--- src/rtl/dsp_encode_pkg.sv ---
// Shared definitions for the DSP instruction encoder: widths, field layout, opcode table.
package dsp_encode_pkg;

    localparam int unsigned INST_W  = 32;
    localparam int unsigned RADDR_W = 5;
    localparam int unsigned MADDR_W = 8;
    localparam int unsigned IMM_W   = 16;
    localparam int unsigned OP_W    = 6;
    localparam int unsigned CNT_W   = MADDR_W + 1;

    localparam int unsigned OP_MSB  = 31;
    localparam int unsigned RS1_LSB = 21;
    localparam int unsigned RS2_LSB = 16;
    localparam int unsigned RD_LSB  = 11;
    localparam int unsigned IMM_LSB = 0;

    localparam logic [OP_W-1:0] OP_ADD       = 6'h00;
    localparam logic [OP_W-1:0] OP_ALU_LAST  = 6'h0D;
    localparam logic [OP_W-1:0] OP_DSP_FIRST = 6'h10;
    localparam logic [OP_W-1:0] OP_DSP_LAST  = 6'h1B;
    localparam logic [OP_W-1:0] OP_JMP       = 6'h20;
    localparam logic [OP_W-1:0] OP_BR_LAST   = 6'h23;
    localparam logic [OP_W-1:0] OP_ST        = 6'h30;
    localparam logic [OP_W-1:0] OP_POP       = 6'h31;
    localparam logic [OP_W-1:0] OP_LD        = 6'h32;
    localparam logic [OP_W-1:0] OP_PUSH      = 6'h33;
    localparam logic [OP_W-1:0] OP_LD_IMM    = 6'h34;

    typedef enum logic [1:0] {
        ST_IDLE  = 2'd0,
        ST_RUN   = 2'd1,
        ST_DRAIN = 2'd2,
        ST_ERR   = 2'd3
    } state_e;

    typedef struct packed {
        logic [OP_W-1:0]    opcode;
        logic [RADDR_W-1:0] rs1;
        logic [RADDR_W-1:0] rs2;
        logic [RADDR_W-1:0] rd;
        logic [IMM_W-1:0]   imm;
    } fields_t;

    // Register-format opcodes (three register fields, no immediate).
    function automatic logic op_is_r(input logic [OP_W-1:0] op);
        return (op <= OP_ALU_LAST) || ((op >= OP_DSP_FIRST) && (op <= OP_DSP_LAST)) ||
               (op == OP_LD) || (op == OP_LD_IMM);
    endfunction

    // Immediate/branch-format opcodes.
    function automatic logic op_is_nr(input logic [OP_W-1:0] op);
        return ((op >= OP_JMP) && (op <= OP_BR_LAST)) ||
               (op == OP_ST) || (op == OP_POP) || (op == OP_PUSH);
    endfunction

endpackage

--- src/rtl/dsp_encode_pack.sv ---
// Combinational field packer: instruction fields -> 32-bit word plus legality.
module dsp_encode_pack
    import dsp_encode_pkg::*;
(
    input  fields_t             fields_i,
    output logic [INST_W-1:0]   word_o,
    output logic                legal_o
);

    logic r_type_c;

    // Place fields at their decoder bit positions; POP carries rd in the rs2 slot.
    always_comb begin
        r_type_c = op_is_r(fields_i.opcode);
        legal_o  = r_type_c | op_is_nr(fields_i.opcode);
        word_o   = '0;
        word_o[OP_MSB -: OP_W]      = fields_i.opcode;
        word_o[RS1_LSB +: RADDR_W]  = fields_i.rs1;
        if (r_type_c) begin
            word_o[RS2_LSB +: RADDR_W] = fields_i.rs2;
            word_o[RD_LSB +: RADDR_W]  = fields_i.rd;
        end else begin
            word_o[RS2_LSB +: RADDR_W] = (fields_i.opcode == OP_POP) ? fields_i.rd : fields_i.rs2;
            word_o[IMM_LSB +: IMM_W]   = fields_i.imm;
        end
    end

endmodule

--- src/rtl/dsp_encode.sv ---
// Program loader: packs field sets into instruction words and writes them to instruction memory.
module dsp_encode
    import dsp_encode_pkg::*;
(
    input  logic                clk,
    input  logic                rst_n,
    input  logic                start,
    input  logic                abort,
    input  logic [MADDR_W-1:0]  base_addr,
    input  logic [CNT_W-1:0]    len,
    input  logic                in_valid,
    output logic                in_ready,
    input  logic [OP_W-1:0]     in_opcode,
    input  logic [RADDR_W-1:0]  in_rs1,
    input  logic [RADDR_W-1:0]  in_rs2,
    input  logic [RADDR_W-1:0]  in_rd,
    input  logic [IMM_W-1:0]    in_imm,
    output logic                imem_we,
    output logic [MADDR_W-1:0]  imem_addr,
    output logic [INST_W-1:0]   imem_wdata,
    input  logic                imem_ready,
    output logic                busy,
    output logic                done,
    output logic                err,
    output logic [CNT_W-1:0]    err_index
);

    state_e              state_q, state_d;
    logic [MADDR_W-1:0]  wr_addr_q, wr_addr_d;
    logic [CNT_W-1:0]    remaining_q, remaining_d;
    logic [CNT_W-1:0]    idx_q, idx_d;
    logic                we_q, we_d;
    logic [MADDR_W-1:0]  addr_q, addr_d;
    logic [INST_W-1:0]   wdata_q, wdata_d;
    logic                busy_q;
    logic                done_q, done_d;
    logic                err_q, err_d;
    logic [CNT_W-1:0]    err_index_q, err_index_d;
    logic                in_ready_c;

    fields_t             fields_c;
    logic [INST_W-1:0]   word_c;
    logic                legal_c;

    assign fields_c = {in_opcode, in_rs1, in_rs2, in_rd, in_imm};

    dsp_encode_pack u_pack (
        .fields_i (fields_c),
        .word_o   (word_c),
        .legal_o  (legal_c)
    );

    // Next-state and datapath update; abort overrides everything outside IDLE.
    always_comb begin
        state_d     = state_q;
        wr_addr_d   = wr_addr_q;
        remaining_d = remaining_q;
        idx_d       = idx_q;
        we_d        = we_q;
        addr_d      = addr_q;
        wdata_d     = wdata_q;
        done_d      = 1'b0;
        err_d       = err_q;
        err_index_d = err_index_q;
        in_ready_c  = 1'b0;

        unique case (state_q)
            ST_IDLE: begin
                if (start && !abort) begin
                    err_d       = 1'b0;
                    wr_addr_d   = base_addr;
                    remaining_d = len;
                    idx_d       = '0;
                    if (len == '0) begin
                        done_d = 1'b1;
                    end else begin
                        state_d = ST_RUN;
                    end
                end
            end
            ST_RUN: begin
                in_ready_c = (remaining_q != '0) && (!we_q || imem_ready);
                if (we_q && imem_ready) begin
                    we_d = 1'b0;
                end
                if (in_valid && in_ready_c) begin
                    if (legal_c) begin
                        we_d        = 1'b1;
                        addr_d      = wr_addr_q;
                        wdata_d     = word_c;
                        wr_addr_d   = wr_addr_q + MADDR_W'(1);
                        remaining_d = remaining_q - CNT_W'(1);
                        idx_d       = idx_q + CNT_W'(1);
                        if (remaining_q == CNT_W'(1)) begin
                            state_d = ST_DRAIN;
                        end
                    end else begin
                        err_d       = 1'b1;
                        err_index_d = idx_q;
                        state_d     = ST_ERR;
                    end
                end
            end
            ST_DRAIN, ST_ERR: begin
                if (!we_q || imem_ready) begin
                    we_d    = 1'b0;
                    done_d  = 1'b1;
                    state_d = ST_IDLE;
                end
            end
            default: begin
                state_d = ST_IDLE;
            end
        endcase

        if (abort && (state_q != ST_IDLE)) begin
            we_d    = 1'b0;
            done_d  = 1'b1;
            state_d = ST_IDLE;
        end
    end

    // State register.
    always_ff @(posedge clk or negedge rst_n) begin
        if (!rst_n) begin
            state_q <= ST_IDLE;
        end else begin
            state_q <= state_d;
        end
    end

    // Datapath and registered outputs.
    always_ff @(posedge clk or negedge rst_n) begin
        if (!rst_n) begin
            wr_addr_q   <= '0;
            remaining_q <= '0;
            idx_q       <= '0;
            we_q        <= 1'b0;
            addr_q      <= '0;
            wdata_q     <= '0;
            busy_q      <= 1'b0;
            done_q      <= 1'b0;
            err_q       <= 1'b0;
            err_index_q <= '0;
        end else begin
            wr_addr_q   <= wr_addr_d;
            remaining_q <= remaining_d;
            idx_q       <= idx_d;
            we_q        <= we_d;
            addr_q      <= addr_d;
            wdata_q     <= wdata_d;
            busy_q      <= (state_d != ST_IDLE);
            done_q      <= done_d;
            err_q       <= err_d;
            err_index_q <= err_index_d;
        end
    end

    assign in_ready   = in_ready_c;
    assign imem_we    = we_q;
    assign imem_addr  = addr_q;
    assign imem_wdata = wdata_q;
    assign busy       = busy_q;
    assign done       = done_q;
    assign err        = err_q;
    assign err_index  = err_index_q;

endmodule

--- config.mk ---
export PLATFORM = sky130hd
export DESIGN_NAME = dsp_encode
export DESIGN_NICKNAME = d
export VERILOG_FILES = /design/src/rtl/dsp_encode_pkg.sv /design/src/rtl/dsp_encode_pack.sv /design/src/rtl/dsp_encode.sv
export SDC_FILE = /design/constraint.sdc
export NUM_CORES = 1
export LEC_CHECK = 0
export CORE_MARGIN = 3
export CORE_UTILIZATION = 47
export CTS_CLUSTER_DIAMETER = 120
export DETAILED_ROUTE_END_ITERATION = 10
export PLACE_DENSITY_LB_ADDON = 0.1
export SYNTH_ARGS = -nofsm -noshare
export SYNTH_HDL_FRONTEND = slang
export SYNTH_SLANG_ARGS = --single-unit
--- constraint.sdc ---
create_clock -name clk -period 2.75 [get_ports clk]
set_clock_uncertainty 0.15 [all_clocks]
set_input_delay 0.55 -clock clk [delete_from_list [all_inputs] [get_ports clk]]
set_output_delay 0.55 -clock clk [all_outputs]
set_load 0.1 [all_outputs]
# Yosys cells after proc, flatten, opt, wreduce, memory -nomap -nowiden
# Cells that the tools add are included.
dict set report totals {
  regBits 81
  inputBits 60
  output_inout_bits 54
  elab_cells 103
}
dict set report op_classes {
  add_sub_neg 3
  n_lt_le_gt_ge 5
  n_eq_ne 14
  muxes 39
  bitwise 2
  n_reduce_logical 29
}
# cell count
set ops {}
lappend ops {{9-bit two-way mux} 6}
lappend ops {{9-bit case mux with 2 select lines} 2}
lappend ops {{6-bit equality test (second input constant)} 5}
lappend ops {{8-bit two-way mux} 3}
lappend ops {{8-bit case mux with 2 select lines} 1}
lappend ops {{2-bit two-way mux} 7}
lappend ops {{1-bit two-way mux} 13}
lappend ops {{11-bit two-way mux} 1}
lappend ops {{10-bit two-way mux} 1}
lappend ops {{9-bit by 1-bit adder with 9-bit output (second input constant)} 1}
lappend ops {{9-bit by 1-bit equality test with 1-bit output (second input constant)} 1}
lappend ops {{9-bit logical NOT} 1}
lappend ops {{9-bit nonzero test} 1}
lappend ops {{9-bit by 1-bit subtractor with 9-bit output (second input constant)} 1}
lappend ops {{8-bit by 1-bit adder with 8-bit output (second input constant)} 1}
lappend ops {{2-bit != test (second input constant)} 4}
lappend ops {{4-bit AND reduction} 2}
lappend ops {{1-bit logical AND} 7}
lappend ops {{1-bit logical OR} 7}
lappend ops {{6-bit by 5-bit >= comparator with 1-bit output (second input constant)} 1}
lappend ops {{6-bit >= comparator (second input constant)} 1}
lappend ops {{6-bit by 4-bit less-or-equal comparator with 1-bit output (second input constant)} 1}
lappend ops {{6-bit by 5-bit less-or-equal comparator with 1-bit output (second input constant)} 1}
lappend ops {{6-bit less-or-equal comparator (second input constant)} 1}
lappend ops {{other kinds (15)} 22}

# Logic depth before layout (Yosys ltp)
# Gate-level depths: netlist of the first run.
dict set report logic_depth {
  word_depth 11
  depth_mapped 9
}

# By module
# From an unflattened synthesis of the first run, not the netlist that was laid out.
dict set report hier_totals {
  hier_cells 431
  area_unflattened_um2 4071.4
}
# module instances cells_per_inst area_each_um2 seq_area_each_um2
set modules_own_cells {}
lappend modules_own_cells {dsp_encode 1 389 3686.0 2026.9}
lappend modules_own_cells {dsp_encode_pack 1 42 385.4 0.0}

# Worst setup path after synthesis of the first run
# Ideal clock, no wire load.
dict set report synth_timing {
  path_type {flip-flop to output port}
  startpoint {reg state_q[0]}
  endpoint {out in_ready}
  t_arrival_ps 2031
  required_time_ps 2050
  slack_ps 19
  path_stages_with_launch 6
  n_path_buf 3
  path_cell_list {dfrtp_1 -> buf_2 -> nor2b_1 -> clkbuf_1 -> clkbuf_1 -> and3_1}
}
dict set report synth_via {
  elab_chain_cells 2
}
# item line_no
set synth_rtl {}
lappend synth_rtl {{start, declared} dsp_encode.sv:28} ;# state_e state_q, state_d;
lappend synth_rtl {{start signal, assigned} dsp_encode.sv:128} ;# state_q <= state_d;
lappend synth_rtl {{2-bit by 1-bit equality test with 1-bit output} dsp_encode.sv:67} ;# unique case (state_q)
lappend synth_rtl {{1-bit two-way mux} dsp_encode.sv:67}
lappend synth_rtl {{end, declared} dsp_encode.sv:12} ;# output logic in_ready,
# No other way between the ends.

# Final worst setup path of the first run
dict set report layout_timing {
  startpoint {reg remaining_q[5]}
  endpoint {out in_ready}
}
dict set report layout_via {
  elab_chain_cells 3
}
# item line_no
set layout_rtl {}
lappend layout_rtl {{start, declared} dsp_encode.sv:30} ;# logic [CNT_W-1:0] remaining_q, remaining_d;
lappend layout_rtl {{start signal, assigned} dsp_encode.sv:147} ;# remaining_q <= remaining_d;
lappend layout_rtl {{9-bit nonzero test} dsp_encode.sv:82} ;# in_ready_c = (remaining_q != '0) && (!we_q || imem_ready);
lappend layout_rtl {{1-bit logical AND} dsp_encode.sv:82}
lappend layout_rtl {{1-bit two-way mux} dsp_encode.sv:67}
# No other way between the ends.

==> impl_metrics.py, run 1 <==
metrics = {
    "setup_path": {
        "r2r_start": "remaining_q[0]$_DFFE_PN0P_",
        "cp_cell_sequence": "nor4_2, nand2_2, and3_1, buf_12",
        "crit_family": "simple AND/OR/NAND/NOR gates",
        "startpoint": "remaining_q[5]$_DFFE_PN0P_",
        "critical_path_class": "flop to primary output",
        "critPathLaunchType": "flop",
        "crit_required_ns": 2.05,
        "rr_worst_depth": 7,
        "max_stage_delay_ns": 0.53,
        "regToRegSetupSlack_ns": 0.28,
        "cp_num_buf_inv": 1,
        "r2r-end": "err_index[8]$_DFFE_PN0P_",
        "crit_arrival_ns": 1.88,
        "crit_path_end_kind": "primary output",
        "slowest_stage": "nor4_2",
        "crit_fanout": 6,
    },
    "drt": {
        "wl_per_cell_um": 15.9,
        "vias": 3242,
        "drt_iter0_drc": 133,
        "dr.pass1.iters": 4,
        "wl_um": 9340,
        "drc": 0,
        "ant_nets": 0,
        "routed_via_density": 5.50,
    },
    "floorplanning": {
        "initial_core_util_pct": 48.9,
        "die_h_um": 95.9,
        "core_area_um2": 7770,
        "die-area_um2": 9190,
        "boundaryPins": 114,
        "die_w_um": 95.9,
        "fp-row-count": 32,
    },
    "cells_and_area": {
        "multi_input_area_um2": 1700,
        "diodes": 0,
        "regArea_um2": 2030,
        "layoutNonFillerInstCount": 589,
        "fillers": 636,
        "nets": 546,
        "layout-drive-gt1-share_pct": 27.1,
        "area_growth_pct": 40.0,
    },
    "clock_tree": {
        "cts_buffers": 9,
        "cts_sinks": 81,
        "worstSkewPairLatency_ns": 0.34,
        "clkSlewWorstSetupHoldPaths_ns": 0.09,
        "ctsHtreeMaxLevel": 3,
        "cts_root_buf": "clkbuf_8",
        "hold_buffers": 0,
        "cts_tree": "built",
        "clock_path_buffers": 2,
    },
    "global_routing": {
        "grt_max_degree": 47,
        "antenna_found_initial": 0,
        "overflow": 0,
        "track_usage_pct": 21.1,
        "grt_pass1_wl_um": 15100,
        "grt_pass1_vias": 3152,
    },
    "timing": {
        "hold_viol": 0,
        "tightestPinTransition_ns": 0.560,
        "fmax_mhz": 387,
        "slew_violations": 0,
        "setup_ws_ns": 0.166,
        "finalSetupTns_ns": 0,
        "max-slew-margin-rel_pct": 62.6,
        "setup_viol": 0,
        "rsz0062_at_grt": "no",
        "period_minus_slack_ns": 2.58,
        "period_share_pct": 94.0,
    },
    "placement": {
        "io_buffers": 113,
        "place_ws_ns": -0.0200,
        "dp_hpwl_um": 6910,
        "dp.cells": 572,
        "place_congestion": 0.868,
    },
    "power_and_ir_drop": {
        "ir_drop_v": 0.000974,
        "powerDensity_nw_per_um2": 1100,
        "p_total_mw": 5.84,
        "p_leak_nw": 2.40,
    },
    "synthesis": {
        "synth_seq_cells": 81,
        "synth_ff_type": "dfrtp_1",
        "ys_types": 47,
        "synth_area_leaders": "dfrtp_1 (53%), mux2_2 (8.0%), o21ai_0 (4.9%)",
        "synth_edf_count": 0,
        "synth_top_area_share_pct": 53.4,
        "synth_nets": 417,
        "syn_area_um2": 3800,
        "yosysSeqAreaShare_pct": 53.4,
        "yosys.area.top_type": "dfrtp_1",
        "syn_inst": 353,
        "synthArstFlopShare_pct": 100,
        "postSynthAreaPerCell_um2": 10.8,
        "yosys-top-cells-count": "dfrtp_1 (81), o21ai_0 (37), nand2_1 (28)",
        "yosysMostFrequentCell": "dfrtp_1",
        "yosys_warnings": 0,
    },
    "run": {
        "maxCapViolCount": 0,
    },
    "run_status": {
        "outcome": "finished clean",
    },
    "worst_hold_path": {
        "hold_class": "primary input to async pin",
    },
}
sequential cells by signal, indices dropped and copies added, names as in the netlist:
| register | flops |
|---|---|
| busy | 1 |
| err_index | 9 |
| state_q | 2 |
| idx_q | 9 |
| remaining_q | 9 |
| done | 1 |
| imem_addr | 8 |
| err | 1 |
| imem_wdata | 32 |
| wr_addr_q | 8 |
| imem_we | 1 |
worst register-to-register path, delay by kind of cell, from the launching register on:
kind            cells  cell delay, ns
mux                 1            0.39
flops               1            0.41
fa+ha+maj           1            0.22
buf+inv             2            0.23
simple gates        2            0.63
compound gates      1            0.31
report_power, final:
part | internal, mW | total, mW | switching [mW]
clock | 0.474 | 0.917 | 0.443
combinational | 0.738 | 3.13 | 2.39
sequential | 1.53 | 1.79 | 0.262
logic make-up (layout without fill, tap and decap cells):
kind of cell    Yosys count  after routing  share of synthesized area, %
flops                    81             81                          53.4
fa+ha+maj                 5              5                          1.58
buf+inv                  23            157                          2.57
compound gates          101            101                          16.5
xor+xnor                  1              1                         0.231
mux                      39             39                          11.2
simple gates            103            103                          14.5
metrics by stage:
stage	area, µm²	hold slack (ns)	util (%)
final	5320	0.00564	68.4
after global routing	5320	0.0269	68.4
after CTS	5300	0.0179	68.3
after detailed placement	5070	0.322	65.3
after global placement	5070	0.313	65.3
after floorplan	3800	0.104	-
what timing repair did:
action	CTS	global route
setup endpoints to repair	1	1
setup buffers	0	1
gates resized for setup	2	2
routing by layer:
metal / vias to the layer above / share of wire, % / wire length, µm / track usage, %
met3: 4 / 6.0 / 561 / 4.61
met5: - / 0 / 0 / 0
met4: 0 / 0.63 / 59 / 4.98
met2: 98 / 50 / 4670 / 35.0
met1: 1571 / 43 / 4040 / 28.4
li1: 1569 / - / - / -
how the worst max path moves through the flow:
stage                            to  slack [ns]  cells past startpoint
2_1_floorplan              in_ready        0.02                      5
3_3_place_gp   idx_q[3]$_DFFE_PN0P_        0.03                      7
3_5_place_dp   idx_q[3]$_DFFE_PN0P_       -0.02                      7
4_1_cts                    in_ready        0.03                      6
5_1_grt                    in_ready        0.03                      4
6_report                   in_ready        0.17                      4
cell type report:
class	instances	area share, %
Inverter	4	0.282
Tap cell	102	2.40
Sequential cell	81	38.1
Timing Repair Buffer	137	23.3
Multi-Input combinational cell	249	31.9
Clock buffer	11	2.85
Clock inverter	5	1.18
cells in the final DEF (no fill, tap or decap), types with 2 or more instances in the layout:
cell	netlist	routed
nor2b_1	2	2
mux2i_1	12	12
o21ai_0	37	37
or3_1	6	6
nand2_2	0	2
inv_1	4	4
nand2b_1	5	5
a21oi_1	26	26
buf_12	0	5
nand3_1	10	10
and3_1	5	5
o22a_1	2	2
dfrtp_1	81	81
o22ai_1	3	3
nor4_1	2	2
nor4b_4	1	2
nand2_1	28	26
clkbuf_8	0	11
a2bb2oi_1	3	3
a22o_1	11	11
clkinvlp_4	0	2
ha_1	4	3
nand4b_1	2	2
nand3b_1	3	3
nor2_1	21	21
clkdlybuf4s50_1	0	58
mux2_2	27	27
a22oi_1	3	3
nor3_1	6	6
a31oi_1	4	4
a21o_1	2	2
o31ai_1	3	3
nand4_1	2	2
buf_4	0	74
or4_1	3	3
No activity file was read; power rests on OpenSTA's default activity.
==> run 2: changes to the inputs <==
--- a/config.mk
+++ b/config.mk
@@ -9,7 +9,9 @@
 export CORE_UTILIZATION = 47
 export CTS_CLUSTER_DIAMETER = 120
 export DETAILED_ROUTE_END_ITERATION = 10
+export MAX_ROUTING_LAYER = met4
 export PLACE_DENSITY_LB_ADDON = 0.1
 export SYNTH_ARGS = -nofsm -noshare
 export SYNTH_HDL_FRONTEND = slang
 export SYNTH_SLANG_ARGS = --single-unit
+export TNS_END_PERCENT = 30
==> run 2 against run 1 <==
Compared with the run above: global-route usage rose by 0.63 points; final cell count did not move; total power is essentially flat; worst setup slack hardly changed; sequential share of layout area stayed put; via count up 0.86%; register-to-register slack is essentially flat; clock power about the same; sequential cell count did not move; non-clock buffer count is the same; hold slack better by 0.0035 ns; critical path type unchanged; largest power group unchanged; highest routed layer unchanged.
==> impl_metrics.py, run 2 (synthesis results as in run 1) <==
metrics = {
    "cells_and_area": {
        "mostFrequentLayoutCell": "dfrtp_1",
        "layout-drive-gt1-share_pct": 27.1,
        "nets": 546,
        "regArea_um2": 2030,
        "largest_register_ffs": 32,
        "diodes": 0,
        "fillers": 636,
        "final_core_util_pct": 68.4,
        "layout_common_cells": "dfrtp_1 (81), buf_4 (74), clkdlybuf4s50_1 (58)",
        "multi_input_area_um2": 1700,
        "area_growth_pct": 40.0,
    },
    "setup_path": {
        "crit_arrival_ns": 1.88,
        "crit_required_ns": 2.05,
        "critical_path_class": "flop to primary output",
        "critPathLaunchType": "flop",
        "crit_path_end_kind": "primary output",
        "crit_fanout": 6,
    },
    "clock_tree": {
        "cts_sinks": 81,
        "ctsHtreeMaxLevel": 3,
        "clkSlewWorstSetupHoldPaths_ns": 0.09,
        "cts_buffers": 9,
        "cts_tree": "built",
        "clock_path_buffers": 2,
        "hold_buffers": 0,
        "cts_root_buf": "clkbuf_8",
        "worstSkewPairLatency_ns": 0.34,
    },
    "drt": {
        "routed_via_density": 5.55,
        "ant_nets": 0,
        "dr.pass1.iters": 4,
        "drt_iter0_drc": 105,
        "vias": 3270,
        "drc": 0,
        "wl_um": 9320,
        "wl_per_cell_um": 15.8,
    },
    "global_routing": {
        "overflow": 0,
        "track_usage_pct": 21.7,
        "grt_pass1_wl_um": 15200,
        "antenna_found_initial": 0,
        "grt_pass1_vias": 3149,
        "grt_max_degree": 47,
    },
    "placement": {
        "io_buffers": 113,
        "dp_hpwl_um": 6910,
        "place_congestion": 0.882,
    },
    "timing": {
        "hold_viol": 0,
        "rsz0062_at_grt": "no",
        "setup_viol": 0,
        "fmax_mhz": 387,
        "holdWs_ns": 0.00915,
        "slew_violations": 0,
        "tightestPinTransition_ns": 0.560,
        "period_minus_slack_ns": 2.58,
        "finalSetupTns_ns": 0,
        "max-slew-margin-rel_pct": 62.6,
        "period_share_pct": 94.0,
    },
    "floorplanning": {
        "die_w_um": 95.9,
        "core_area_um2": 7770,
        "fp-row-count": 32,
        "die-area_um2": 9190,
        "boundaryPins": 114,
        "die_h_um": 95.9,
        "initial_core_util_pct": 48.9,
    },
    "run_status": {
        "outcome": "finished clean",
    },
    "power_and_ir_drop": {
        "p_leak_nw": 2.40,
        "powerDensity_nw_per_um2": 1100,
        "ir_drop_v": 0.000974,
    },
    "worst_hold_path": {
        "hold_class": "primary input to async pin",
    },
    "run": {
        "maxCapViolCount": 0,
    },
}
## run 2: layout make-up
class	instances	share of cell area (%)
clock buffers	11	2.85
multi-input cells	249	31.9
flip-flops and latches	81	38.1
inverters	4	0.282
well taps	102	2.40
clock inverters	5	1.18
repair buffers	137	23.3
## run 2: worst max-delay path: stages, from the launching register on
cell	delay, ns
dfrtp_1	0.45
nor4_2	0.53
nand2_2	0.14
and3_1	0.25
buf_12	0.17
## run 2: through the flow
| stage | total power, mW | instances | area (µm²) | setup WS (ns) |
|---|---|---|---|---|
| 2_1_floorplan | 4.15 | 353 | 3800 | 0.0192 |
| 3_5_place_dp | 4.93 | 572 | 5070 | -0.0200 |
| 4_1_cts | 5.86 | 588 | 5300 | 0.0283 |
| 6_report | 5.84 | 589 | 5320 | 0.166 |
| 3_3_place_gp | 4.89 | 572 | 5070 | 0.0279 |
| 5_1_grt | 6.08 | 589 | 5320 | 0.0270 |
## run 2: final timing paths
check,slack [ns],cells past startpoint,to,from
min reg2reg,0.33,2,imem_addr[3]$_DFFE_PN0P_,imem_addr[3]$_DFFE_PN0P_
min in group clk,0.33,2,imem_addr[3]$_DFFE_PN0P_,imem_addr[3]$_DFFE_PN0P_
max reg2reg,0.29,7,err_index[8]$_DFFE_PN0P_,remaining_q[0]$_DFFE_PN0P_
min,0.009,1,remaining_q[0]$_DFFE_PN0P_,rst_n
max,0.17,4,in_ready,remaining_q[5]$_DFFE_PN0P_
max in group asynchronous,1.83,2,imem_wdata[28]$_DFFE_PN0P_,rst_n
## run 2: per-layer routing
layer,global-route usage (%),vias up,wire length (µm)
met5,-,-,0
met4,4.98,0,80
met3,4.07,7,524
met2,34.7,99,4600
met1,29.0,1594,4120
li1,-,1570,-
## run 2: report_power, final
group          switching (mW)  total [mW]  internal, mW
sequential              0.263        1.79          1.53
clock                   0.443       0.917         0.474
combinational            2.39        3.13         0.738
## run 2: what timing repair did
action	CTS	global route
resized for setup	2	2
setup endpoints to repair	1	1
setup buffers	0	1
==> run 3: changes to the inputs <==
--- a/config.mk
+++ b/config.mk
@@ -9,6 +9,7 @@
 export CORE_UTILIZATION = 47
 export CTS_CLUSTER_DIAMETER = 120
 export DETAILED_ROUTE_END_ITERATION = 10
+export GPL_TIMING_DRIVEN = 1
 export MAX_ROUTING_LAYER = met4
 export PLACE_DENSITY_LB_ADDON = 0.1
 export SYNTH_ARGS = -nofsm -noshare
==> results of run 3 <==
Same layout as run 2: the final DEF is identical, and so are final timing and power.
